<file path="config.mk">
export PLATFORM = sky130hd
export DESIGN_NAME = syn_ycbcr2rgb
export DESIGN_NICKNAME = d
export VERILOG_FILES = /design/src/rtl/syn_gpu_pkg.sv /design/src/rtl/syn_cc_mac.sv /design/src/rtl/syn_ycbcr2rgb.sv
export SDC_FILE = /design/constraint.sdc
export NUM_CORES = 1
export LEC_CHECK = 0
export ABC_CLOCK_PERIOD_IN_PS = 5240
export CELL_PAD_IN_SITES_DETAIL_PLACEMENT = 2
export CELL_PAD_IN_SITES_GLOBAL_PLACEMENT = 2
export CORE_ASPECT_RATIO = 1.25
export CORE_MARGIN = 4
export CORE_UTILIZATION = 39
export CTS_CLUSTER_DIAMETER = 150
export DETAILED_ROUTE_END_ITERATION = 8
export GPL_TIMING_DRIVEN = 1
export MAX_ROUTING_LAYER = met4
export PLACE_DENSITY_LB_ADDON = 0.1
export SETUP_SLACK_MARGIN = 0.1
export SYNTH_ARGS = -nofsm -noshare
export SYNTH_HDL_FRONTEND = slang
export SYNTH_SLANG_ARGS = --single-unit
</file>
<file path="constraint.sdc">
create_clock -name clk_ir -period 5.24 [get_ports clk_ir]
set_input_delay 1.048 -clock clk_ir [delete_from_list [all_inputs] [get_ports clk_ir]]
set_output_delay 1.048 -clock clk_ir [all_outputs]
set_load 0.01 [all_outputs]
</file>
<file path="src/rtl/syn_gpu_pkg.sv">
// Shared pixel-path types and the Q8 BT.709 YCbCr->RGB coefficient set.
// Coefficients are signed integers scaled by 2^P_COEF_FRAC_DFLT.
// Consumers size them to their accumulator width at the point of use.
package syn_gpu_pkg;

  localparam int P_LUM_W          = 4;
  localparam int P_CHRM_W         = 2;
  localparam int P_RGB_RES        = 4;
  localparam int P_COEF_FRAC_DFLT = 8;
  localparam int P_ACC_W_DFLT     = 16;

  typedef struct packed {
    logic [P_LUM_W-1:0]  y;
    logic [P_CHRM_W-1:0] cb;
    logic [P_CHRM_W-1:0] cr;
  } pxl_ycbcr_t;

  typedef struct packed {
    logic [P_RGB_RES-1:0] red;
    logic [P_RGB_RES-1:0] green;
    logic [P_RGB_RES-1:0] blue;
  } pxl_rgb_t;

  // Luma gain is common to all three channels.
  localparam int C_KY      = 272;
  localparam int C_R_KCB   = 0;
  localparam int C_R_KCR   = 2142;
  localparam int C_R_OFF   = -3213;
  localparam int C_G_KCB   = -254;
  localparam int C_G_KCR   = -637;
  localparam int C_G_OFF   = 1337;
  localparam int C_B_KCB   = 2523;
  localparam int C_B_KCR   = 0;
  localparam int C_B_OFF   = -3785;

endpackage

</file>
<file path="src/rtl/syn_cc_mac.sv">
// One colour channel: luma term plus two chroma terms plus offset, then round and clamp.
// Latency 3 cycles (products, sum, round/clamp), each stage registered.
// Backpressure: every stage holds while en_i is low; outputs stay stable.
module syn_cc_mac
  import syn_gpu_pkg::*;
#(
  parameter int P_COEF_FRAC = P_COEF_FRAC_DFLT,
  parameter int P_ACC_W     = P_ACC_W_DFLT,
  parameter int P_KY        = 0,
  parameter int P_KCB       = 0,
  parameter int P_KCR       = 0,
  parameter int P_OFF       = 0
) (
  input  logic                 clk_ir,
  input  logic                 rst_il,
  input  logic                 en_i,
  input  logic [P_LUM_W-1:0]   y_i,
  input  logic [P_CHRM_W-1:0]  cb_i,
  input  logic [P_CHRM_W-1:0]  cr_i,
  output logic [P_RGB_RES-1:0] chn_o,
  output logic                 clip_o
);

  localparam logic signed [P_ACC_W-1:0] KY      = P_ACC_W'(P_KY);
  localparam logic signed [P_ACC_W-1:0] KCB     = P_ACC_W'(P_KCB);
  localparam logic signed [P_ACC_W-1:0] KCR     = P_ACC_W'(P_KCR);
  localparam logic signed [P_ACC_W-1:0] OFF     = P_ACC_W'(P_OFF);
  localparam logic signed [P_ACC_W-1:0] RND     = P_ACC_W'(1 << (P_COEF_FRAC - 1));
  localparam logic signed [P_ACC_W-1:0] OUT_MAX = P_ACC_W'((1 << P_RGB_RES) - 1);

  logic signed [P_ACC_W-1:0] y_ext, cb_ext, cr_ext, rnd;
  logic signed [P_ACC_W-1:0] py_d, py_q, pcb_d, pcb_q, pcr_d, pcr_q, sum_d, sum_q;
  logic [P_RGB_RES-1:0]      chn_d, chn_q;
  logic                      clip_d, clip_q;

  // Next state of all three stages: products, offset sum, round-half-up and clamp
  always_comb begin
    y_ext  = {{(P_ACC_W-P_LUM_W){1'b0}}, y_i};
    cb_ext = {{(P_ACC_W-P_CHRM_W){1'b0}}, cb_i};
    cr_ext = {{(P_ACC_W-P_CHRM_W){1'b0}}, cr_i};
    py_d   = y_ext * KY;
    pcb_d  = cb_ext * KCB;
    pcr_d  = cr_ext * KCR;
    sum_d  = py_q + pcb_q + pcr_q + OFF;
    rnd    = (sum_q + RND) >>> P_COEF_FRAC;
    chn_d  = rnd[P_RGB_RES-1:0];
    clip_d = 1'b0;
    if (rnd[P_ACC_W-1]) begin
      chn_d  = '0;
      clip_d = 1'b1;
    end else if (rnd > OUT_MAX) begin
      chn_d  = '1;
      clip_d = 1'b1;
    end
  end

  // Pipeline registers advance together only when the stage enable is high
  always_ff @(posedge clk_ir) begin
    if (!rst_il) begin
      py_q   <= '0;
      pcb_q  <= '0;
      pcr_q  <= '0;
      sum_q  <= '0;
      chn_q  <= '0;
      clip_q <= 1'b0;
    end else if (en_i) begin
      py_q   <= py_d;
      pcb_q  <= pcb_d;
      pcr_q  <= pcr_d;
      sum_q  <= sum_d;
      chn_q  <= chn_d;
      clip_q <= clip_d;
    end
  end

  assign chn_o  = chn_q;
  assign clip_o = clip_q;

endmodule

</file>
<file path="src/rtl/syn_ycbcr2rgb.sv">
// YCbCr(4:2:2 bit) -> RGB444 pixel converter, BT.709 Q8 coefficients; SYN_YCBCR2RGB_STATS_EN adds counters.
// Latency 3 cycles from accept to rgb_vld_od, 1 pixel/clk.
// Backpressure: output valid with rgb_rdy_id low freezes every stage and drops ycbcr_rdy_od.
module syn_ycbcr2rgb
  import syn_gpu_pkg::*;
#(
  parameter int P_COEF_FRAC = P_COEF_FRAC_DFLT,
  parameter int P_ACC_W     = P_ACC_W_DFLT
) (
  input  logic        clk_ir,
  input  logic        rst_il,
  input  logic        ycbcr_vld_id,
  input  logic [7:0]  ycbcr_pxl_id,
  input  logic        ycbcr_sof_id,
  output logic        ycbcr_rdy_od,
  output logic        rgb_vld_od,
  output logic [11:0] rgb_pxl_od,
  output logic        rgb_sof_od,
  input  logic        rgb_rdy_id
`ifdef SYN_YCBCR2RGB_STATS_EN
  ,
  output logic [15:0] clip_cnt_od,
  output logic [15:0] pxl_cnt_od
`endif
);

  pxl_ycbcr_t pxl_in;
  pxl_rgb_t   pxl_out;
  logic       stall, en;
  logic [2:0] vld_d, vld_q, sof_d, sof_q;
  logic [2:0] clip;

  assign pxl_in       = ycbcr_pxl_id;
  assign stall        = vld_q[2] & ~rgb_rdy_id;
  assign en           = ~stall;
  assign ycbcr_rdy_od = en;

  // Valid/sof shift one stage per advance; bit 0 is S1, a bubble carries sof=0
  always_comb begin
    vld_d = {vld_q[1:0], ycbcr_vld_id};
    sof_d = {sof_q[1:0], ycbcr_vld_id & ycbcr_sof_id};
  end

  // Sideband registers hold with the datapath on stall
  always_ff @(posedge clk_ir) begin
    if (!rst_il) begin
      vld_q <= '0;
      sof_q <= '0;
    end else if (en) begin
      vld_q <= vld_d;
      sof_q <= sof_d;
    end
  end

  syn_cc_mac #(.P_COEF_FRAC(P_COEF_FRAC), .P_ACC_W(P_ACC_W),
               .P_KY(C_KY), .P_KCB(C_R_KCB), .P_KCR(C_R_KCR), .P_OFF(C_R_OFF))
    u_mac_r (.clk_ir(clk_ir), .rst_il(rst_il), .en_i(en), .y_i(pxl_in.y), .cb_i(pxl_in.cb),
             .cr_i(pxl_in.cr), .chn_o(pxl_out.red), .clip_o(clip[0]));

  syn_cc_mac #(.P_COEF_FRAC(P_COEF_FRAC), .P_ACC_W(P_ACC_W),
               .P_KY(C_KY), .P_KCB(C_G_KCB), .P_KCR(C_G_KCR), .P_OFF(C_G_OFF))
    u_mac_g (.clk_ir(clk_ir), .rst_il(rst_il), .en_i(en), .y_i(pxl_in.y), .cb_i(pxl_in.cb),
             .cr_i(pxl_in.cr), .chn_o(pxl_out.green), .clip_o(clip[1]));

  syn_cc_mac #(.P_COEF_FRAC(P_COEF_FRAC), .P_ACC_W(P_ACC_W),
               .P_KY(C_KY), .P_KCB(C_B_KCB), .P_KCR(C_B_KCR), .P_OFF(C_B_OFF))
    u_mac_b (.clk_ir(clk_ir), .rst_il(rst_il), .en_i(en), .y_i(pxl_in.y), .cb_i(pxl_in.cb),
             .cr_i(pxl_in.cr), .chn_o(pxl_out.blue), .clip_o(clip[2]));

  assign rgb_vld_od = vld_q[2];
  assign rgb_sof_od = sof_q[2];
  assign rgb_pxl_od = pxl_out;

`ifdef SYN_YCBCR2RGB_STATS_EN
  logic        xfer;
  logic [15:0] clip_cnt_d, clip_cnt_q, pxl_cnt_d, pxl_cnt_q;

  assign xfer = rgb_vld_od & rgb_rdy_id;

  // Saturating counters stepped on each delivered pixel
  always_comb begin
    clip_cnt_d = clip_cnt_q;
    pxl_cnt_d  = pxl_cnt_q;
    if (xfer) begin
      if (pxl_cnt_q != 16'hFFFF) pxl_cnt_d = pxl_cnt_q + 16'd1;
      if ((|clip) && (clip_cnt_q != 16'hFFFF)) clip_cnt_d = clip_cnt_q + 16'd1;
    end
  end

  // Counters clear only on reset
  always_ff @(posedge clk_ir) begin
    if (!rst_il) begin
      clip_cnt_q <= '0;
      pxl_cnt_q  <= '0;
    end else begin
      clip_cnt_q <= clip_cnt_d;
      pxl_cnt_q  <= pxl_cnt_d;
    end
  end

  assign clip_cnt_od = clip_cnt_q;
  assign pxl_cnt_od  = pxl_cnt_q;
`else
  // Clip flags only feed the statistics counters
  logic clip_unused;
  assign clip_unused = |clip;
`endif

endmodule

</file>
# Yosys cells after proc, flatten, opt, wreduce, memory -nomap -nowiden
# Cells that the tools add are included.
# op_classes
add_sub_neg	10
n_mul	5
order_cmp	3
mux	6
bitwise	4
# op_table
operator	n
$add A16 B16 Y16	4
$add A16 B9 Y16 const B	3
$add A16 B13 Y16 const B	2
$gt A8 B5 Y1 const B	3
$mux W4	6
$add A16 B12 Y16 const B	1
$mul A2 B12 Y14 const B	1
$mul A3 B11 Y14 const B	1
$mul A2 B11 Y13 const B	1
$mul A3 B8 Y11 const B	1
$mul A4 B5 Y9 const B	1
$and A1 B1 Y1	2
$not A1 Y1	2
# totals
ff_bits	140
inputBits	13
out_inout_bits	15
word_cells	41

# Depth between registers and ports, before layout
# Gate-level depths: netlist of the first run.
# depth
word_depth	4
depth_mapped	10
mapped_depth_nobuf	10

# Modules after synthesis
# A second synthesis of the first run with hierarchy kept.
# unflattened
cells_unflattened	633
area_unflattened_um2	5715.5
# modules_own_cells
module	n_inst	cells_each	area_per_inst_um2	seq_area_each_um2
syn_cc_mac (u_mac_g)	1	222	2019.4	560.5
syn_cc_mac (u_mac_b)	1	188	1717.9	500.5
syn_cc_mac (u_mac_r)	1	198	1716.6	500.5
syn_ycbcr2rgb	1	25	261.5	120.1

# Worst setup path after synthesis of the first run
# No wires, ideal clock.
# synth_path
kind	input port to output port
startpoint	input port rgb_rdy_id
endpoint	output port ycbcr_rdy_od
arrival_ns	1.904
t_required_ns	4.192
path_slack_ns	2.288
path_stages	5
n_path_buf	3
cell_sequence	nor2b_1 -> clkbuf_1 -> inv_1 -> clkbuf_1 -> clkbuf_1
# synth_via
elab_chain_cells	3
# synth_rtl
element	line	rtl
from (decl)	syn_ycbcr2rgb.sv:19	input logic rgb_rdy_id
$not A1 Y1	syn_ycbcr2rgb.sv:34	assign stall = vld_q[2] & ~rgb_rdy_id;
$and A1 B1 Y1	syn_ycbcr2rgb.sv:34	
$not A1 Y1	syn_ycbcr2rgb.sv:35	assign en = ~stall;
to (decl)	syn_ycbcr2rgb.sv:15	output logic ycbcr_rdy_od,
# Every way passes these cells.

# Worst setup path after layout of the first run
# Same ends and word-level chain as after synthesis.

==> impl_summary.txt, run 1 <==
----------------------------------------------------
[Die]
  Starting Density ... between 30% and 40%
  Number of core rows ... 42
  Standard cell core area ... about 0.011 sq mm
  Floorplan die height ... approximately 120 um
  X dimension of the die ... around 100 um
  Floorplan die area ... 0.0126 sq mm
  Num ports ... 28

[Finish]
  Total number of nets in the final design ... ~630
  Share of cells above drive strength 1 ... 5.83%
  Antenna diode instance count ... 0
  Area added between synthesis and finish ... 16.8%
  Final cell utilization of the core ... 46.6%

[Setup path]
  Delay contributed by the slowest stage of the critical path ... approximately 0.53 ns
  Slack of the worst reg-to-reg path ... 2.11 ns
  Crit path max-delay cell type ... clkdlybuf4s50_1
  Most repeated library cell on the critical path ... clkdlybuf4s50_1
  Sequence of cells on the critical path ... clkdlybuf4s50_1 > nor2b_4 > inv_1 > clkdlybuf4s50_1
  Worst R2R End ... u_mac_g.sum_q[14]$_SDFFE_PN0N_
  Critical Path Start Type ... primary input
  Gate family responsible for the most delay along the worst path ... buffers and inverters
  Logic depth of the worst register-to-register path ... 9
  Launching instance or port of the critical path ... rgb_rdy_id
  Endpoint arrival time on the critical path ... 2.21 ns
  Worst path buffer plus inverter count ... 3
  Type of the setup path with the least slack ... in -> out
  Req. time, crit path ... between 4 and 5 ns
  Reg2reg start ... u_mac_g.pcb_q[2]$_SDFFE_PN0N_
  Highest fanout seen on the critical path ... 2
  CP endpoint kind ... output pin

[Timing]
  Sum of negative setup slack ... 0 ns
  Clock period minus final worst setup slack ... between 3 and 4 ns
  Maximum clock rate ... about 0.31 GHz
  Worst Tran Pin Value ... about 0.64 ns
  Fraction of the cycle the final worst path needs ... around 62%
  Slew headroom ... a little under three fifths
  Max Clock Skew ... 0.00520 ns
  Unrepaired setup endpoints after global routing ... false
  Final Hold Violating Endpoints ... 0
  Number of endpoints failing setup at the final stage ... 0
  Max-slew violation count ... 0

[Global routing]
  Overflow after GRT ... 0
  All-Layer GR Usage ... a little over a fifth
  Number of antenna violations at the first check in global routing ... 0
  Vias in the first global route ... 4314
  First-pass GRT wire length ... ~21 mm
  Largest net degree at the start of global routing ... between 40 and 50

[Route]
  Initial drt markers ... 76
  Total via count after detailed routing ... ~3800
  Total wire length ... roughly 12 mm
  Routed via count divided by cell count ... between 5 and 6
  ANT nets after route ... 0
  Router iterations before antenna repair ... 4
  Count of unresolved DRC violations after routing ... 0
  WL/cell ... ~18 um

[Synthesis]
  Warning count from the yosys run ... 0
  Netlist area before placement ... roughly 0.0042 sq mm
  EDFF count, synth ... 0
  Mean Syn Cell Area ... approximately 8.2 sq um
  Primary FF master, synth ... dfxtp_1
  Dominant cell by count in the synthesized netlist ... nand2_1
  Top cells by instance count after synthesis ... 94 x nand2_1, 65 x ha_1, 63 x dfxtp_1
  Proportion of register bits with asynchronous set or reset after synthesis ... 0%
  Syn nets ... 602
  Flop and latch count out of synthesis ... 63
  Cell type with the largest total area after synthesis ... dfxtp_1
  Leading cell types by total area after synthesis ... dfxtp_1 30%, ha_1 19%, nand2_1 8.3%, a21oi_1 5.2%, inv_1 4.4%
  Share of Yosys cell area claimed by the top area cell type ... between 20% and 30%
  Number of unique standard cell types used by synthesis ... 57
  Part of the Yosys area used for sequential elements ... 29.8%
  Synth Instances ... between 500 and 600

[CTS]
  Clock insertion delay at the later pin of the skew report ... ~0.34 ns
  Level count of the clock H-tree ... 3
  Resized Gates After CTS ... 0
  Clock tree from TritonCTS ... built
  Post-CTS repair timing setup buffer count ... 0
  Total of hold buffers inserted after clock tree synthesis ... 0
  Number of clock buffers inserted by TritonCTS ... 9
  Master cell of the clock root buffer ... clkbuf_16
  Worst-path clk slew ... roughly 0.05 ns
  CTS max path bufs ... 2
  Clock sink count ... 63

[Place]
  Final HPWL DP ... 9.32 mm
  Placer Congestion ... between 0.7 and 0.8
  Total of buffers placed on input and output ports ... 27

[Worst hold path]
  Hold Crit Endpoint ... sof_q[0]$_SDFFE_PN0N_
  Hold Path Stages ... 2
  Worst hold path type ... reg -> reg
  Worst hold path startpoint ... sof_q[0]$_SDFFE_PN0N_

[Power and ir drop]
  Total power ... 1.62 mW
  Lkg Pwr ... roughly 2.2 nW
  Pwr dens ... around 330 mW/mm^2
  VDD IR-drop max ... 0.000141 V

[Outcome]
  Result of the run ... completed

[Flow run]
  Max-capacitance violation count ... 0

----------------------------------------------------
-- kinds of logic after synthesis --
kind of cell / share of synthesized area, %
buffers and inverters: 5.94
muxes: 0.502
DFF: 29.8
adders and majority gates: 22.0
and+or+nand+nor: 18.3
AOI/OAI and AO/OA: 18.2
xor gates and xnor gates: 5.17
-- layout by cell type, fill, tap and decap left out, drive strengths merged, types with 2 or more instances in the layout --
| cell type | instances |
|---|---|
| nand2 | 94 |
| ha | 65 |
| dfxtp | 63 |
| inv | 50 |
| a21oi | 44 |
| nor2 | 31 |
| o21ai | 30 |
| clkdlybuf4s50 | 27 |
| nand3 | 18 |
| xnor2 | 18 |
| clkbuf | 11 |
| nor3 | 8 |
| a211oi | 7 |
| xor2 | 7 |
| fa | 6 |
| a21o | 5 |
| or3 | 5 |
| a31oi | 5 |
| buf | 4 |
| nor4 | 4 |
| o211ai | 3 |
| clkinvlp | 3 |
| and3 | 2 |
| o21a | 2 |
| a32o | 2 |
| a41o | 2 |
| o2111a | 2 |
| or4 | 2 |
| clkinv | 2 |
| a31o | 2 |
-- metal layers --
layer  vias to the layer above  part of all wire (%)  track usage [%]
met5                         -                     0                -
met4                         0                   2.3             7.82
met3                        24                   1.7             2.75
met2                        40                    54             39.3
met1                      1882                    42             23.9
li1                       1835                     -                -
-- final cells by class --
type | count | area (sq um)
fill | 1190 | 5670
multi-input combinational | 388 | 2730
sequential | 63 | 1260
timing repair buffer | 31 | 300
clock buffer | 11 | 243
inverter | 51 | 191
tap | 132 | 165
clock inverter | 5 | 57.6
-- how the worst max path moves through the flow --
stage,endpoint,cells past startpoint,slack [ns]
6_report,ycbcr_rdy_od,4,1.99
5_1_grt,u_mac_g.sum_q[14]$_SDFFE_PN0N_,9,1.94
4_1_cts,ycbcr_rdy_od,4,1.97
3_5_place_dp,u_mac_g.chn_o[3]$_SDFFE_PN0N_,5,1.88
3_3_place_gp,ycbcr_rdy_od,4,1.97
2_1_floorplan,ycbcr_rdy_od,5,2.29
-- flip-flops by register name (all words and copies together) (netlist names) --
| signal | cells |
|---|---|
| u_mac_r.chn_o | 4 |
| u_mac_g.pcr_q | 3 |
| sof_q | 3 |
| u_mac_b.chn_o | 4 |
| u_mac_r.pcr_q | 4 |
| u_mac_r.sum_q | 9 |
| vld_q | 3 |
| u_mac_b.pcb_q | 4 |
| u_mac_g.chn_o | 4 |
| u_mac_g.pcb_q | 3 |
| u_mac_g.sum_q | 9 |
| u_mac_b.sum_q | 9 |
| u_mac_b.py_q | 4 |
-- power breakdown --
part | switching (mW) | internal (mW) | leakage [nW]
logic | 0.229 | 0.191 | 1.54
registers | 0.0615 | 0.539 | 0.524
clock network | 0.224 | 0.380 | 0.138
total | 0.514 | 1.11 | 2.20
-- worst register-to-register path, cell delays in order, from the launching register on --
cell,delay (ns)
dfxtp_1,0.48
ha_1,0.32
ha_1,0.21
ha_1,0.29
a41o_1,0.27
a2111oi_4,0.59
nor4_4,0.12
nor4_4,0.35
o21ai_2,0.09
a221o_1,0.29
-- metrics by stage --
| stage | cells | worst slack (ns) | instance area [sq um] | hold slack (ns) |
|---|---|---|---|---|
| final | 681 | 1.99 | 4950 | 0.455 |
| after global routing | 681 | 1.94 | 4950 | 0.478 |
| after CTS | 681 | 1.97 | 4950 | 0.463 |
| after detailed placement | 665 | 1.88 | 4650 | 0.454 |
| after global placement | 665 | 1.97 | 4650 | 0.438 |
| after floorplan | 518 | 2.29 | 4230 | 0.432 |
(Power assumes the default switching activity.)
==> run 2: changes to the inputs <==
- ABC_CLOCK_PERIOD_IN_PS: 5240 -> 2800
- CORE_UTILIZATION: 39 -> 33
- clock period: 5.24 -> 2.8 ns (I/O delays scaled with it)
==> run 2 against run 1 <==
Final area grew 7.1%. Die area grew 17%. Sequential share of layout area shrank 1.5 points. Sequential power grew 85%. Non-clock buffer count grew 25. Register-to-register slack lost 2.0 ns. Clock power grew 84%.
==> impl_summary.txt, run 2 (synthesized netlist as in run 1, its figures left out) <==
----------------------------------------------------
[Outcome]
  Result of the run ... completed

[Die]
  Floorplan die height ... approximately 130 um
  Floorplan die area ... between 0.01 and 0.015 sq mm
  X dimension of the die ... about 110 um
  Number of core rows ... 46
  Num ports ... 28
  Standard cell core area ... roughly 0.013 sq mm
  Starting Density ... 33.6%

[Route]
  Total wire length ... 12.4 mm
  ANT nets after route ... 0
  Routed via count divided by cell count ... slightly above 5
  Router iterations before antenna repair ... 4
  Count of unresolved DRC violations after routing ... 0
  Total via count after detailed routing ... 3805
  Initial drt markers ... slightly above 90
  WL/cell ... between 15 and 20 um

[Timing]
  Worst Tran Pin Value ... ~0.64 ns
  Max-slew violation count ... 0
  Post-route worst hold slack ... around 0.45 ns
  Number of endpoints failing setup at the final stage ... 0
  Max Clock Skew ... 0.00613 ns
  Fraction of the cycle the final worst path needs ... around 97%
  Clock period minus final worst setup slack ... roughly 2.7 ns
  Unrepaired setup endpoints after global routing ... true
  Slack of the critical path ... approximately 0.1 ns
  Final Hold Violating Endpoints ... 0
  Maximum clock rate ... roughly 0.37 GHz
  Slew headroom ... 57.5%

[Finish]
  Most common cell after layout, fill and taps aside ... nand2_1
  Largest registers in the final layout ... u_mac_b.sum_q x9, u_mac_g.sum_q x9, u_mac_r.sum_q x9
  Commonest cells after routing, fill and taps aside ... 93 x nand2_1, 62 x ha_1, 57 x dfxtp_1
  Share of cells above drive strength 1 ... approximately 14%
  Non-filler cells in the finished layout ... 742
  Area added between synthesis and finish ... 25.2%
  Layout Cell Area excl Fill ... roughly 0.0053 sq mm
  Total number of nets in the final design ... 653
  Antenna diode instance count ... 0

[CTS]
  Clock insertion delay at the later pin of the skew report ... between 0.3 and 0.4 ns
  Master cell of the clock root buffer ... clkbuf_16
  Clock sink count ... 63
  CTS max path bufs ... 2
  Total of hold buffers inserted after clock tree synthesis ... 0
  Number of clock buffers inserted by TritonCTS ... 9
  Level count of the clock H-tree ... 3
  Clock tree from TritonCTS ... built
  Worst-path clk slew ... 0.05 ns

[Setup path]
  Logic depth of the worst register-to-register path ... 10
  Gate family responsible for the most delay along the worst path ... adder cells
  CP Depth ... 10
  Crit path max-delay cell type ... fa_1
  Worst R2R End ... u_mac_g.sum_q[14]$_SDFFE_PN0N_
  Endpoint arrival time on the critical path ... between 2 and 3 ns
  Launching instance or port of the critical path ... u_mac_g.pcb_q[9]$_SDFFE_PN0N_
  Req. time, crit path ... between 3 and 4 ns
  Reg2reg start ... u_mac_g.pcb_q[9]$_SDFFE_PN0N_
  Highest fanout seen on the critical path ... 4
  Delay contributed by the slowest stage of the critical path ... 0.45 ns
  Worst path buffer plus inverter count ... 2
  Critical Path Start Type ... flop
  Type of the setup path with the least slack ... reg -> reg
  CP endpoint kind ... flop
  Sequence of cells on the critical path ... inv_2 > fa_2 > inv_2 > fa_1 > ha_4 > nand3_4 > nor4_4 > nor4_4 > o2111a_1 > a221o_1
  Slack of the worst reg-to-reg path ... 0.1 ns
  End point of the critical path ... u_mac_g.sum_q[14]$_SDFFE_PN0N_

[Power and ir drop]
  Total power ... about 3.1 mW
  Pwr dens ... 590 mW/mm^2
  VDD IR-drop max ... roughly 0.00021 V
  Lkg Pwr ... ~2.4 nW

[Global routing]
  Overflow after GRT ... 0
  Number of antenna violations at the first check in global routing ... 0
  All-Layer GR Usage ... a little under a fifth
  First-pass GRT wire length ... ~21 mm
  Vias in the first global route ... between 4000 and 5000
  Largest net degree at the start of global routing ... 48

[Worst hold path]
  Worst hold path startpoint ... u_mac_g.chn_o[0]$_SDFFE_PN0N_
  Worst hold path type ... reg -> reg

[Flow run]
  Max-capacitance violation count ... 0

[Place]
  Total of buffers placed on input and output ports ... 27
  Placer Congestion ... 0.740
  Instance area after placement ... around 0.005 sq mm
  Final HPWL DP ... roughly 9.5 mm
  Place WS ... -0.0609 ns
  Inst Count DP ... just over 700

----------------------------------------------------
run 2: changes by cell type in the layout (fill, tap and decap cells not counted), sizes merged:
cell,previous run,this run
clkinv,2,4
clkbuf,11,12
clkinvlp,3,0
buf,4,29
run 2: worst min-delay path by stage:
stage	slack [ns]	to	depth (start not counted)
global route	0.48	u_mac_g.chn_o[0]$_SDFFE_PN0N_	2
detailed placement	0.44	u_mac_g.chn_o[0]$_SDFFE_PN0N_	2
floorplan	0.43	u_mac_g.pcr_q[3]$_SDFFE_PN0N_	2
global placement	0.44	u_mac_g.chn_o[0]$_SDFFE_PN0N_	2
finish	0.45	u_mac_g.chn_o[0]$_SDFFE_PN0N_	2
CTS	0.45	u_mac_g.chn_o[0]$_SDFFE_PN0N_	2
run 2: power breakdown:
group	total [mW]	switching (mW)	leakage (nW)	internal, mW
combinational	0.910	0.474	1.69	0.436
clock	1.11	0.398	0.146	0.709
sequential	1.11	0.101	0.526	1.01
run 2: routing by layer:
metal  routed length (um)  track usage [%]  share of wire [%]
met1                 5410             21.3                 44
met2                 6660             33.5                 54
met3                  213             2.77                1.7
met4                  123             4.99               0.99
met5                    0                -                  0
run 2: timing repair:
action / 4_1_cts / 5_1_grt
resized for setup: 2 / 18
setup buffers: 3 / 2
endpoints found under the setup margin: 7 / 7
pin swaps: 6 / 15
run 2: stage by stage:
step / setup TNS [ns] / utilization (%)
after global placement: 0 / 38.9
after global routing: -0.0162 / 42.0
final: 0 / 42.0
after detailed placement: -0.0609 / 38.9
after CTS: 0 / 41.4
after floorplan: 0 / -
run 2: final cells by class:
| class | count | area, sq um |
|---|---|---|
| clock inverters | 4 | 45.0 |
| flip-flops and latches | 63 | 1270 |
| fillers | 1423 | 7300 |
| multi-input cells | 388 | 2830 |
| inverters | 51 | 191 |
| well taps | 168 | 210 |
| repair buffers | 56 | 500 |
| clock buffers | 12 | 246 |
run 2: tightest hold or removal path: stages (launching register included):
cell and delay [ns]:
dfxtp_1 0.32, nand2_1 0.05, o21ai_0 0.05
